## src/rtl/alu_share_arbiter.sv

```systemverilog
// Round-robin arbiter sharing one 8-bit ALU between two requesters.
// Operands are registered, held for SETTLE_CYCLES, then the result is captured.
module alu_share_arbiter #(
    parameter int unsigned SETTLE_CYCLES = 2
) (
    input  logic       CLK,
    input  logic       RESET,
    input  logic       REQ0,
    input  logic [2:0] OP0,
    input  logic [7:0] A0,
    input  logic [7:0] B0,
    input  logic       REQ1,
    input  logic [2:0] OP1,
    input  logic [7:0] A1,
    input  logic [7:0] B1,
    output logic       ACK0,
    output logic       ACK1,
    output logic [7:0] RES,
    output logic       RES_ZERO,
    output logic       ERR,
    output logic       BUSY,
    output logic       GNT_ID,
    output logic [7:0] ALU_DATA1,
    output logic [7:0] ALU_DATA2,
    output logic [2:0] ALU_SELECT,
    input  logic [7:0] ALU_RESULT,
    input  logic       ALU_ZERO
);

    localparam logic [3:0] SETTLE = 4'(SETTLE_CYCLES);

    typedef enum logic [1:0] {S_IDLE, S_WAIT, S_DONE} state_t;

    state_t     state_q, state_d;
    logic [7:0] data1_q, data1_d;
    logic [7:0] data2_q, data2_d;
    logic [2:0] sel_q, sel_d;
    logic [7:0] res_q, res_d;
    logic [3:0] cnt_q, cnt_d;
    logic       ack0_q, ack0_d;
    logic       ack1_q, ack1_d;
    logic       zero_q, zero_d;
    logic       err_q, err_d;
    logic       gnt_q, gnt_d;
    logic       last_q, last_d;

    logic       gnt_w;
    logic [2:0] op_w;
    logic [7:0] a_w;
    logic [7:0] b_w;

    // On a tie the requester that was not served last wins.
    always_comb begin
        gnt_w = (REQ0 && REQ1) ? ~last_q : REQ1;
        op_w  = gnt_w ? OP1 : OP0;
        a_w   = gnt_w ? A1 : A0;
        b_w   = gnt_w ? B1 : B0;
    end

    always_comb begin
        state_d = state_q;
        data1_d = data1_q;
        data2_d = data2_q;
        sel_d   = sel_q;
        res_d   = res_q;
        cnt_d   = cnt_q;
        ack0_d  = ack0_q;
        ack1_d  = ack1_q;
        zero_d  = zero_q;
        err_d   = err_q;
        gnt_d   = gnt_q;
        last_d  = last_q;
        unique case (state_q)
            S_IDLE: begin
                if (REQ0 || REQ1) begin
                    gnt_d  = gnt_w;
                    last_d = gnt_w;
                    if (!op_w[2]) begin
                        data1_d = a_w;
                        data2_d = b_w;
                        sel_d   = op_w;
                        cnt_d   = SETTLE;
                        state_d = S_WAIT;
                    end else begin
                        res_d   = 8'h00;
                        zero_d  = 1'b0;
                        err_d   = 1'b1;
                        ack0_d  = ~gnt_w;
                        ack1_d  = gnt_w;
                        state_d = S_DONE;
                    end
                end
            end
            S_WAIT: begin
                cnt_d = cnt_q - 4'd1;
                if (cnt_q == 4'd1) begin
                    res_d   = ALU_RESULT;
                    zero_d  = ALU_ZERO;
                    err_d   = 1'b0;
                    ack0_d  = ~gnt_q;
                    ack1_d  = gnt_q;
                    state_d = S_DONE;
                end
            end
            S_DONE: begin
                ack0_d  = 1'b0;
                ack1_d  = 1'b0;
                state_d = S_IDLE;
            end
            default: state_d = S_IDLE;
        endcase
    end

    always_ff @(posedge CLK) begin
        if (!RESET) begin
            state_q <= S_IDLE;
            data1_q <= 8'h00;
            data2_q <= 8'h00;
            sel_q   <= 3'b000;
            res_q   <= 8'h00;
            cnt_q   <= 4'd0;
            ack0_q  <= 1'b0;
            ack1_q  <= 1'b0;
            zero_q  <= 1'b0;
            err_q   <= 1'b0;
            gnt_q   <= 1'b0;
            last_q  <= 1'b1;
        end else begin
            state_q <= state_d;
            data1_q <= data1_d;
            data2_q <= data2_d;
            sel_q   <= sel_d;
            res_q   <= res_d;
            cnt_q   <= cnt_d;
            ack0_q  <= ack0_d;
            ack1_q  <= ack1_d;
            zero_q  <= zero_d;
            err_q   <= err_d;
            gnt_q   <= gnt_d;
            last_q  <= last_d;
        end
    end

    assign ACK0       = ack0_q;
    assign ACK1       = ack1_q;
    assign RES        = res_q;
    assign RES_ZERO   = zero_q;
    assign ERR        = err_q;
    assign BUSY       = (state_q != S_IDLE);
    assign GNT_ID     = gnt_q;
    assign ALU_DATA1  = data1_q;
    assign ALU_DATA2  = data2_q;
    assign ALU_SELECT = sel_q;

endmodule

```

## config.mk

```make
export PLATFORM = sky130hd
export DESIGN_NAME = alu_share_arbiter
export DESIGN_NICKNAME = d
export VERILOG_FILES = /design/src/rtl/alu_share_arbiter.sv
export SDC_FILE = /design/constraint.sdc
export NUM_CORES = 1
export LEC_CHECK = 0
export BUFFER_PORTS_ARGS = -buffer_cell sky130_fd_sc_hd__buf_2
export CORE_ASPECT_RATIO = 0.7
export CORE_MARGIN = 2
export CORE_UTILIZATION = 47
export CTS_CLUSTER_DIAMETER = 80
export DETAILED_ROUTE_END_ITERATION = 8
export GPL_TIMING_DRIVEN = 1
export PLACE_DENSITY = 0.9
export REMOVE_ABC_BUFFERS = 1
export SYNTH_ARGS = -nofsm -noshare
export SYNTH_HDL_FRONTEND = slang
export SYNTH_SLANG_ARGS = --single-unit
```

## constraint.sdc

```tcl
create_clock -name CLK -period 1.8 [get_ports CLK]
set_input_delay 0.18 -clock CLK [delete_from_list [all_inputs] [get_ports CLK]]
set_output_delay 0.18 -clock CLK [all_outputs]
set_load 0.01 [all_outputs]
```

==> results.sh, run 1 <==
export IMPL_status="finished clean"
export IMPL_fin_crit_ns=1.70
export IMPL_synth_area_leaders="dfxtp_1 40%, nand2_1 11%, a311oi_1 8.3%"
export IMPL_grt_pass1_vias=1797
export IMPL_rsz0062_at_grt="no"
export IMPL_routed_wl_mm=5.25
export IMPL_core_sq_um=3900
export IMPL_fin_cells=358
export IMPL_async_flop_share_pct=0
export IMPL_fmax_mhz=587
export IMPL_fp_dieH_microns=57.1
export IMPL_ctsHoldBuffers=0
export IMPL_start_util_pct=48.5
export IMPL_setup_worst_path_start_class="register"
export IMPL_p_leak_nw=1.15
export IMPL_grtUsageTotal_pct=23.0
export IMPL_crit_fanout=10
export IMPL_grt_overflow_total=0
export IMPL_grt_pass1_wl_mm=8.22
export IMPL_antenna_cells=0
export IMPL_finalCritPeriodShare_pct=94.7
export IMPL_synthFlopType="dfxtp_1"
export IMPL_syn_area_sq_um=1890
export IMPL_hp_start="B1[2]"
export IMPL_clock_latency_ns=0.29
export IMPL_regToRegSetupSlack_ns=0.1
export IMPL_drive_gt1_share_pct=36.3
export IMPL_dp_hpwl_mm=3.73
export IMPL_vias_per_cell=5.45
export IMPL_r2r_start="cnt_q[1]"
export IMPL_crit_path_start="cnt_q[1]"
export IMPL_finalClockSkew_ns=0.00595
export IMPL_post_synth_top_area_cell="dfxtp_1"
export IMPL_antenna_found_initial=0
export IMPL_dieArea_sq_um=4550
export IMPL_cts_buffers=5
export IMPL_area_growth_pct=30.8
export IMPL_dr_pass1_iters=5
export IMPL_max_stage_delay_ns=0.42
export IMPL_finalWorstSetupSlack_ns=0.0954
export IMPL_htreeDepth=2
export IMPL_cts_tree="yes"
export IMPL_crit_required_ns=2.02
export IMPL_endpoint_kind="register"
export IMPL_crit_path_top_delay_cell="or3b_1"
export IMPL_cts_clk_slew_worst_paths_ns=0.08
export IMPL_crit_type="register to register"
export IMPL_finalSetupViolations=0
export IMPL_crit_family="simple AND/OR/NAND/NOR gates"
export IMPL_path_buf_inv=2
export IMPL_cp_arrival_ns=1.92
export IMPL_synth_top_cell_area_share_pct=40.2
export IMPL_post_place_ws_ns=0.0803
export IMPL_clock_path_buffers=2
export IMPL_dp_cells=350
export IMPL_synth_common_cells="53 x nand2_1, 38 x dfxtp_1, 20 x a21oi_1, 18 x a311oi_1"
export IMPL_rows=19
export IMPL_cp_cell_sequence="inv_1, ha_1, or3b_1, a21oi_4, nand3b_1, buf_4, mux2i_1"
export IMPL_ys_types=38
export IMPL_synth_most_common_cell="nand2_1"
export IMPL_synth_cells=224
export IMPL_vias=1950
export IMPL_drt_iter0_markers=146
export IMPL_fillers=342
export IMPL_ant_nets=0
export IMPL_portBuffers=82
export IMPL_fin_nets=360
export IMPL_slew_viol_final=0
export IMPL_hold_path_class="input pin to register"
export IMPL_cts_root_buf="clkbuf_8"
export IMPL_hold_viol=0
export IMPL_ys_ff_latch=38
export IMPL_ir_drop_uv=555
export IMPL_p_per_area_nw_per_um2=1020
export IMPL_io_pins=84
export IMPL_cts_setup_buffers=0
export IMPL_final_setup_tns_ns=0
export IMPL_gp_congestion=0.875
export IMPL_drc=0
export IMPL_clock_sinks=38
export IMPL_drt_wirelength_per_cell_microns=14.7
export IMPL_synth_edf_count=0
export IMPL_drv_cap=0
export IMPL_yosys_warnings=0
export IMPL_die_w_microns=79.8
export IMPL_yosysSeqAreaShare_pct=40.2
export IMPL_fin_util_pct=63.4
export IMPL_avgSynthCellArea_sq_um=8.44
export IMPL_grt_max_degree=26
-- worst paths after layout --
| path | endpoint | depth (start not counted) |
|---|---|---|
| max reg2reg | RES[7] | 7 |
| max | RES[7] | 7 |
| min | ALU_DATA2[2] | 3 |
| min reg2reg | RES[3] | 2 |
-- worst register-to-register path, cell delays in order (launching register included) --
cell and delay, ns:
dfxtp_1 0.33, inv_1 0.08, ha_1 0.13, or3b_1 0.42
a21oi_4 0.19, nand3b_1 0.09, buf_4 0.20, mux2i_1 0.19
-- final cells by class --
cell class	count	area, sq um	share of cell area [%]
clock buffer	5	68.8	2.78
clock inverter	3	40.0	1.62
inverter	6	22.5	0.910
multi-input combinational	160	1020	41.1
sequential	38	761	30.8
tap	52	65.1	2.63
timing repair buffer	94	500	20.2
-- cell families after synthesis --
| group | synth area share [%] |
|---|---|
| AND/OR/NAND/NOR | 20.6 |
| AO/OA/AOI/OAI | 22.5 |
| flip-flops | 40.2 |
| buffers and inverters | 6.88 |
| multiplexers | 6.95 |
| adder cells (fa/ha/maj) | 2.65 |
| other | 0.198 |
-- flip-flops by register name, indices dropped and copies added (netlist names) --
name,count
ERR,1
cnt_q,4
ALU_DATA2,8
ACK0,1
ALU_DATA1,8
ACK1,1
ALU_SELECT,2
GNT_ID,1
state_q,2
last_q,1
RES_ZERO,1
RES,8
-- layout by cell type, fill, tap and decap left out, drive strengths merged, types with 2 or more instances in the layout --
master / n
buf: 94
nand2: 53
dfxtp: 38
a21oi: 21
a311oi: 18
mux2i: 12
nand3: 11
nand3b: 6
inv: 5
o21ai: 5
clkbuf: 5
ha: 4
nor2: 3
clkinv: 3
nand2b: 2
nor2b: 2
a31oi: 2
o211ai: 2
a221o: 2
o22ai: 2
and2: 2
-- power breakdown --
part           internal [mW]  switching [mW]  total [mW]
clock                  0.408           0.303       0.710
combinational          0.349           0.448       0.797
sequential             0.944          0.0623        1.01
-- what timing repair did --
action                                 in CTS  in global routing
gates resized for setup                     0                  4
endpoints found under the hold margin       0                  0
setup endpoints to repair                   0                 11
-- per-layer routing --
layer	vias up	part of all wire, %	GRT usage, %
met5	-	0	0
met1	890	44	29.3
li1	963	-	-
met2	84	47	38.2
met4	0	2.1	7.75
met3	13	6.9	6.17
-- through the flow --
step	power (mW)	hold slack, ns	area (sq um)
after CTS	2.50	0.139	2460
after global placement	1.76	0.442	2350
final	2.51	0.141	2470
after floorplan	1.47	0.311	1780
after detailed placement	1.79	0.451	2350
after global routing	2.64	0.137	2470
(Power assumes the default switching activity.)
==> inputs of run 2 (changes only) <==
Settings changed: ABC_AREA set to 1, PLACE_DENSITY 0.9 to 0.89, TNS_END_PERCENT set to 10.
==> run 2 against run 1 <==
Net effect:
- sequential cell count stayed put
- cell area increased by 3.9%
- wire length is 2.4% lower
- maximum frequency is 4.0% higher
- cell count rose by 22%
- largest power group is now combinational cells
==> results.sh, run 2 <==
export IMPL_status="finished clean"
export IMPL_min_path_cells=2
export IMPL_avgSynthCellArea_sq_um=6.59
export IMPL_path_buf_inv=2
export IMPL_grt_max_degree=23
export IMPL_grt_pass1_vias=1815
export IMPL_drc=0
export IMPL_regToRegSetupSlack_ns=0.16
export IMPL_core_sq_um=3970
export IMPL_hold_path_class="input pin to register"
export IMPL_drt_wirelength_per_cell_microns=11.8
export IMPL_synth_edf_count=0
export IMPL_clock_path_buffers=2
export IMPL_drv_cap=0
export IMPL_crit_fanout=18
export IMPL_grtUsageTotal_pct=21.2
export IMPL_portBuffers=82
export IMPL_synth_cells=299
export IMPL_cts_clk_slew_worst_paths_ns=0.08
export IMPL_finalClockSkew_ns=0.00691
export IMPL_mostFrequentLayoutCells="117 x nand2_1, 82 x buf_2, 38 x dfxtp_1"
export IMPL_crit_family="simple AND/OR/NAND/NOR gates"
export IMPL_dr_pass1_iters=4
export IMPL_vias=2131
export IMPL_synth_common_cells="117 x nand2_1, 38 x dfxtp_1, 33 x a21oi_1, 33 x nand3_1, 19 x nor2_1"
export IMPL_area_growth_pct=30.4
export IMPL_ys_types=24
export IMPL_rows=19
export IMPL_dieArea_sq_um=4740
export IMPL_rsz0062_at_grt="no"
export IMPL_grt_pass1_wl_mm=7.76
export IMPL_htreeDepth=2
export IMPL_yosys_warnings=0
export IMPL_crit_type="register to register"
export IMPL_hold_viol=0
export IMPL_cts_buffers=5
export IMPL_fin_nets=437
export IMPL_fmax_mhz=610
export IMPL_ys_ff_latch=38
export IMPL_synthFlopType="dfxtp_1"
export IMPL_setup_worst_path_start_class="register"
export IMPL_ir_drop_uv=770
export IMPL_cp_arrival_ns=1.82
export IMPL_fin_crit_ns=1.64
export IMPL_synth_area_leaders="dfxtp_1 39%, nand2_1 22%, a21oi_1 8.4%"
export IMPL_fp_dieH_microns=58.2
export IMPL_fin_cells=435
export IMPL_async_flop_share_pct=0
export IMPL_clock_latency_ns=0.30
export IMPL_crit_cells=7
export IMPL_antenna_cells=0
export IMPL_drt_iter0_markers=138
export IMPL_p_leak_nw=1.34
export IMPL_finalSetupViolations=0
export IMPL_drive_gt1_share_pct=30.0
export IMPL_slew_viol_final=0
export IMPL_mostFrequentLayoutCell="nand2_1"
export IMPL_endpoint_kind="register"
export IMPL_die_w_microns=81.4
export IMPL_dp_hpwl_mm=3.68
export IMPL_synth_most_common_cell="nand2_1"
export IMPL_max_stage_delay_ns=0.32
export IMPL_cp_cell_sequence="inv_1, ha_1, inv_1, nor2_2, nand3_2, nand2_1, a21oi_1"
export IMPL_ant_nets=0
export IMPL_crit_top_cell="inv_1"
export IMPL_synth_top_cell_area_share_pct=38.6
export IMPL_p_per_area_nw_per_um2=1390
export IMPL_syn_area_sq_um=1970
export IMPL_crit_path_top_delay_cell="nand3_2"
export IMPL_grt_overflow_total=0
export IMPL_start_util_pct=49.7
export IMPL_yosysSeqAreaShare_pct=38.6
export IMPL_clock_sinks=38
export IMPL_crit_required_ns=1.98
export IMPL_finalCritPeriodShare_pct=91.1
export IMPL_final_setup_tns_ns=0
export IMPL_routed_wl_mm=5.12
export IMPL_ctsHoldBuffers=0
export IMPL_cts_root_buf="clkbuf_8"
export IMPL_cts_tree="yes"
export IMPL_gp_congestion=0.874
export IMPL_post_synth_top_area_cell="dfxtp_1"
export IMPL_dp_cells=424
export IMPL_io_pins=84
export IMPL_reg2reg_depth=7
export IMPL_vias_per_cell=4.90
export IMPL_antenna_found_initial=0
==> run 2: layout make-up <==
type / instances / area, sq um
Timing Repair Buffer: 91 / 478
Tap cell: 52 / 65.1
Clock buffer: 6 / 82.6
Sequential cell: 38 / 761
Multi-Input combinational cell: 228 / 1060
Inverter: 18 / 67.6
Clock inverter: 2 / 60.1
Fill cell: 345 / 1400
==> run 2: power by group <==
part           internal (mW)  total (mW)  switching (mW)
clock network          0.591       0.897           0.305
registers               1.04        1.15           0.114
logic                  0.590        1.52           0.928
==> run 2: layer usage <==
layer / part of all wire, % / wire [microns] / up-vias / GRT usage, %
met4: 1.0 / 53 / 0 / 7.26
met1: 45 / 2330 / 923 / 26.8
met3: 7.5 / 384 / 8 / 5.30
met5: 0 / 0 / - / 0
met2: 46 / 2360 / 84 / 35.5
li1: - / - / 1116 / -
==> run 2: final timing paths <==
check | startpoint | end
hold / removal | RESET | last_q
setup / recovery | state_q[1] | ALU_DATA2[6]
hold reg to reg | ALU_DATA1[3] | ALU_DATA1[3]
setup reg to reg | state_q[1] | ALU_DATA2[6]
==> run 2: repair_timing <==
action	in CTS	in global routing
endpoints found under the hold margin	0	0
resized for setup	0	0
endpoints found under the setup margin	0	5
buffers inserted	0	3
==> run 2: worst reg2reg max path, delay by kind of cell (launching register included) <==
family / cells / cell delay (ns)
AOI/OAI and AO/OA: 1 / 0.09
adders and majority gates: 1 / 0.29
buffers and inverters: 2 / 0.19
DFF: 1 / 0.30
and+or+nand+nor: 3 / 0.66
==> run 2: kinds of logic (layout without fill, tap and decap cells) <==
group                      count (synthesis)  in the layout  synth area share [%]
adders and majority gates                  4              4                  2.54
AOI/OAI and AO/OA                         40             40                  10.8
other                                      1              1                 0.190
and+or+nand+nor                          182            182                  39.7
DFF                                       38             38                  38.6
xor gates and xnor gates                   1              1                 0.444
buffers and inverters                     33            117                  7.80
==> run 2: metrics by stage <==
| step | utilization [%] | instance area (sq um) | power (mW) | setup slack, ns | hold WS (ns) |
|---|---|---|---|---|---|
| floorplan | - | 1890 | 2.13 | 0.0811 | 0.264 |
| global placement | 60.6 | 2410 | 2.54 | 0.200 | 0.449 |
| detailed placement | 60.6 | 2410 | 2.60 | 0.0702 | 0.448 |
| CTS | 64.2 | 2550 | 3.51 | 0.0709 | 0.205 |
| global route | 64.8 | 2570 | 3.80 | 0.0280 | 0.240 |
| finish | 64.8 | 2570 | 3.57 | 0.160 | 0.214 |
==> inputs of run 3 (changes only) <==
Settings changed: CAP_MARGIN set to 30, CORE_UTILIZATION 47 to 35, PLACE_DENSITY 0.89 to 0.72, SETUP_SLACK_MARGIN set to 0.4.
==> run 3 against run 2 <==
Net effect:
- die area grew 32%
- cell area is 8.4% higher
- combinational power grew 18%
- maximum frequency increased by 20%
- setup slack improved by 0.28 ns
- sequential share of layout area shrank 2.1 points
==> results.sh, run 3 (synthesis gave the netlist of run 2 again) <==
export IMPL_status="finished clean"
export IMPL_ctsHoldBuffers=0
export IMPL_routed_wl_mm=5.39
export IMPL_ant_nets=0
export IMPL_cts_clk_slew_worst_paths_ns=0.08
export IMPL_post_route_cell_area_sq_um=2790
export IMPL_dieArea_sq_um=6260
export IMPL_p_leak_nw=1.40
export IMPL_crit_required_ns=2.00
export IMPL_cts_root_buf="clkbuf_8"
export IMPL_p_per_area_nw_per_um2=1380
export IMPL_portBuffers=82
export IMPL_fp_dieH_microns=66.8
export IMPL_drive_gt1_share_pct=36.1
export IMPL_multi_input_area_sq_um=1170
export IMPL_mostFrequentLayoutCells="112 x nand2_1, 82 x buf_2, 36 x dfxtp_1"
export IMPL_gp_congestion=0.788
export IMPL_vias=2154
export IMPL_antenna_found_initial=0
export IMPL_rows=22
export IMPL_setup_worst_path_start_class="register"
export IMPL_fin_crit_ns=1.36
export IMPL_drt_iter0_markers=130
export IMPL_finalCritPeriodShare_pct=75.8
export IMPL_dr_pass1_iters=4
export IMPL_drc=0
export IMPL_io_pins=84
export IMPL_clock_latency_ns=0.30
export IMPL_reg2reg_depth=10
export IMPL_grt_max_degree=26
export IMPL_antenna_cells=0
export IMPL_die_w_microns=93.7
export IMPL_min_path_cells=5
export IMPL_grt_pass1_wl_mm=8.24
export IMPL_htreeDepth=2
export IMPL_core_sq_um=5340
export IMPL_seqCellArea_sq_um=766
export IMPL_fin_nets=442
export IMPL_drt_wirelength_per_cell_microns=11.7
export IMPL_total_power_mw=3.85
export IMPL_final_setup_tns_ns=0
export IMPL_cp_arrival_ns=1.56
export IMPL_grtUsageTotal_pct=16.7
export IMPL_drv_cap=0
export IMPL_cts_buffers=5
export IMPL_ir_drop_uv=481
export IMPL_cts_tree="yes"
export IMPL_endpoint_kind="register"
export IMPL_hold_path_class="input pin to register"
export IMPL_crit_type="register to register"
export IMPL_finalSetupViolations=0
export IMPL_rsz0062_at_grt="yes"
export IMPL_placed_area_sq_um=2440
export IMPL_dp_hpwl_mm=3.66
export IMPL_crit_fanout=6
export IMPL_tightestPinTransition_ns=0.869
export IMPL_hold_viol=0
export IMPL_fillers=508
export IMPL_finalClockSkew_ns=0.00750
export IMPL_slew_viol_final=0
export IMPL_fmax_mhz=733
export IMPL_relSlewSlack_pct=42.0
export IMPL_clock_sinks=38
export IMPL_mostFrequentLayoutCell="nand2_1"
export IMPL_grt_pass1_vias=1840
export IMPL_grt_overflow_total=0
export IMPL_start_util_pct=36.9
export IMPL_area_growth_pct=41.3
export IMPL_clock_path_buffers=2
export IMPL_vias_per_cell=4.68
## run 3: cell count changes in the layout (fill, tap and decap cells not counted), moves of 3 or more
cell	previous run	this run
nand3_1	33	30
inv_1	15	12
nand2_1	117	112
inv_4	0	3
nand2_4	0	4
## run 3: cell type report
class                   count  share of cell area [%]
multi-input cells         229                    42.1
flip-flops and latches     38                    27.5
repair buffers             95                    19.4
well taps                  72                    3.23
clock buffers               6                    2.96
inverters                  18                    2.69
clock inverters             2                    2.16
## run 3: worst max-delay path, cell delays in order, from the launching register on
cell and delay [ns]:
dfxtp_4 0.37, inv_4 0.06, ha_4 0.17, nor2_2 0.04
inv_2 0.06, nand2_4 0.06, nor2_4 0.17, buf_4 0.16
nand3_1 0.07, nand2_1 0.07, nor2_1 0.04
## run 3: metrics by stage
stage          hold WS (ns)  util, %  cells  setup WS (ns)
2_1_floorplan         0.264        -    284         0.0811
3_3_place_gp          0.450     45.7    445          0.204
3_5_place_dp          0.450     45.7    445          0.130
4_1_cts               0.205     50.4    456          0.378
5_1_grt               0.227     52.2    460          0.341
6_report              0.208     52.2    460          0.436
## run 3: metal layers
metal	routed length (microns)	share of wire, %	vias up	global-route usage, %
met1	2500	46	950	21.8
met2	2420	45	68	26.3
li1	-	-	1131	-
met3	423	7.8	5	6.11
met4	46	0.85	0	4.17
met5	0	0	-	0
## run 3: final timing paths
check,from,end,slack (ns)
setup / recovery,state_q[0],RES[7],0.44
hold / removal,ALU_RESULT[2],RES[2],0.21
setup reg to reg,state_q[0],RES[7],0.44
hold reg to reg,ALU_SELECT[1],ALU_SELECT[1],0.46
## run 3: report_power, final
part	total (mW)	switching [mW]	internal, mW
clock network	0.901	0.310	0.591
registers	1.16	0.116	1.04
logic	1.79	1.03	0.758
## run 3: what timing repair did
action | in CTS | in global routing
setup buffers | 2 | 4
pin swaps | 2 | 7
endpoints found under the setup margin | 35 | 37
resized for setup | 19 | 22
cloned | 1 | 0
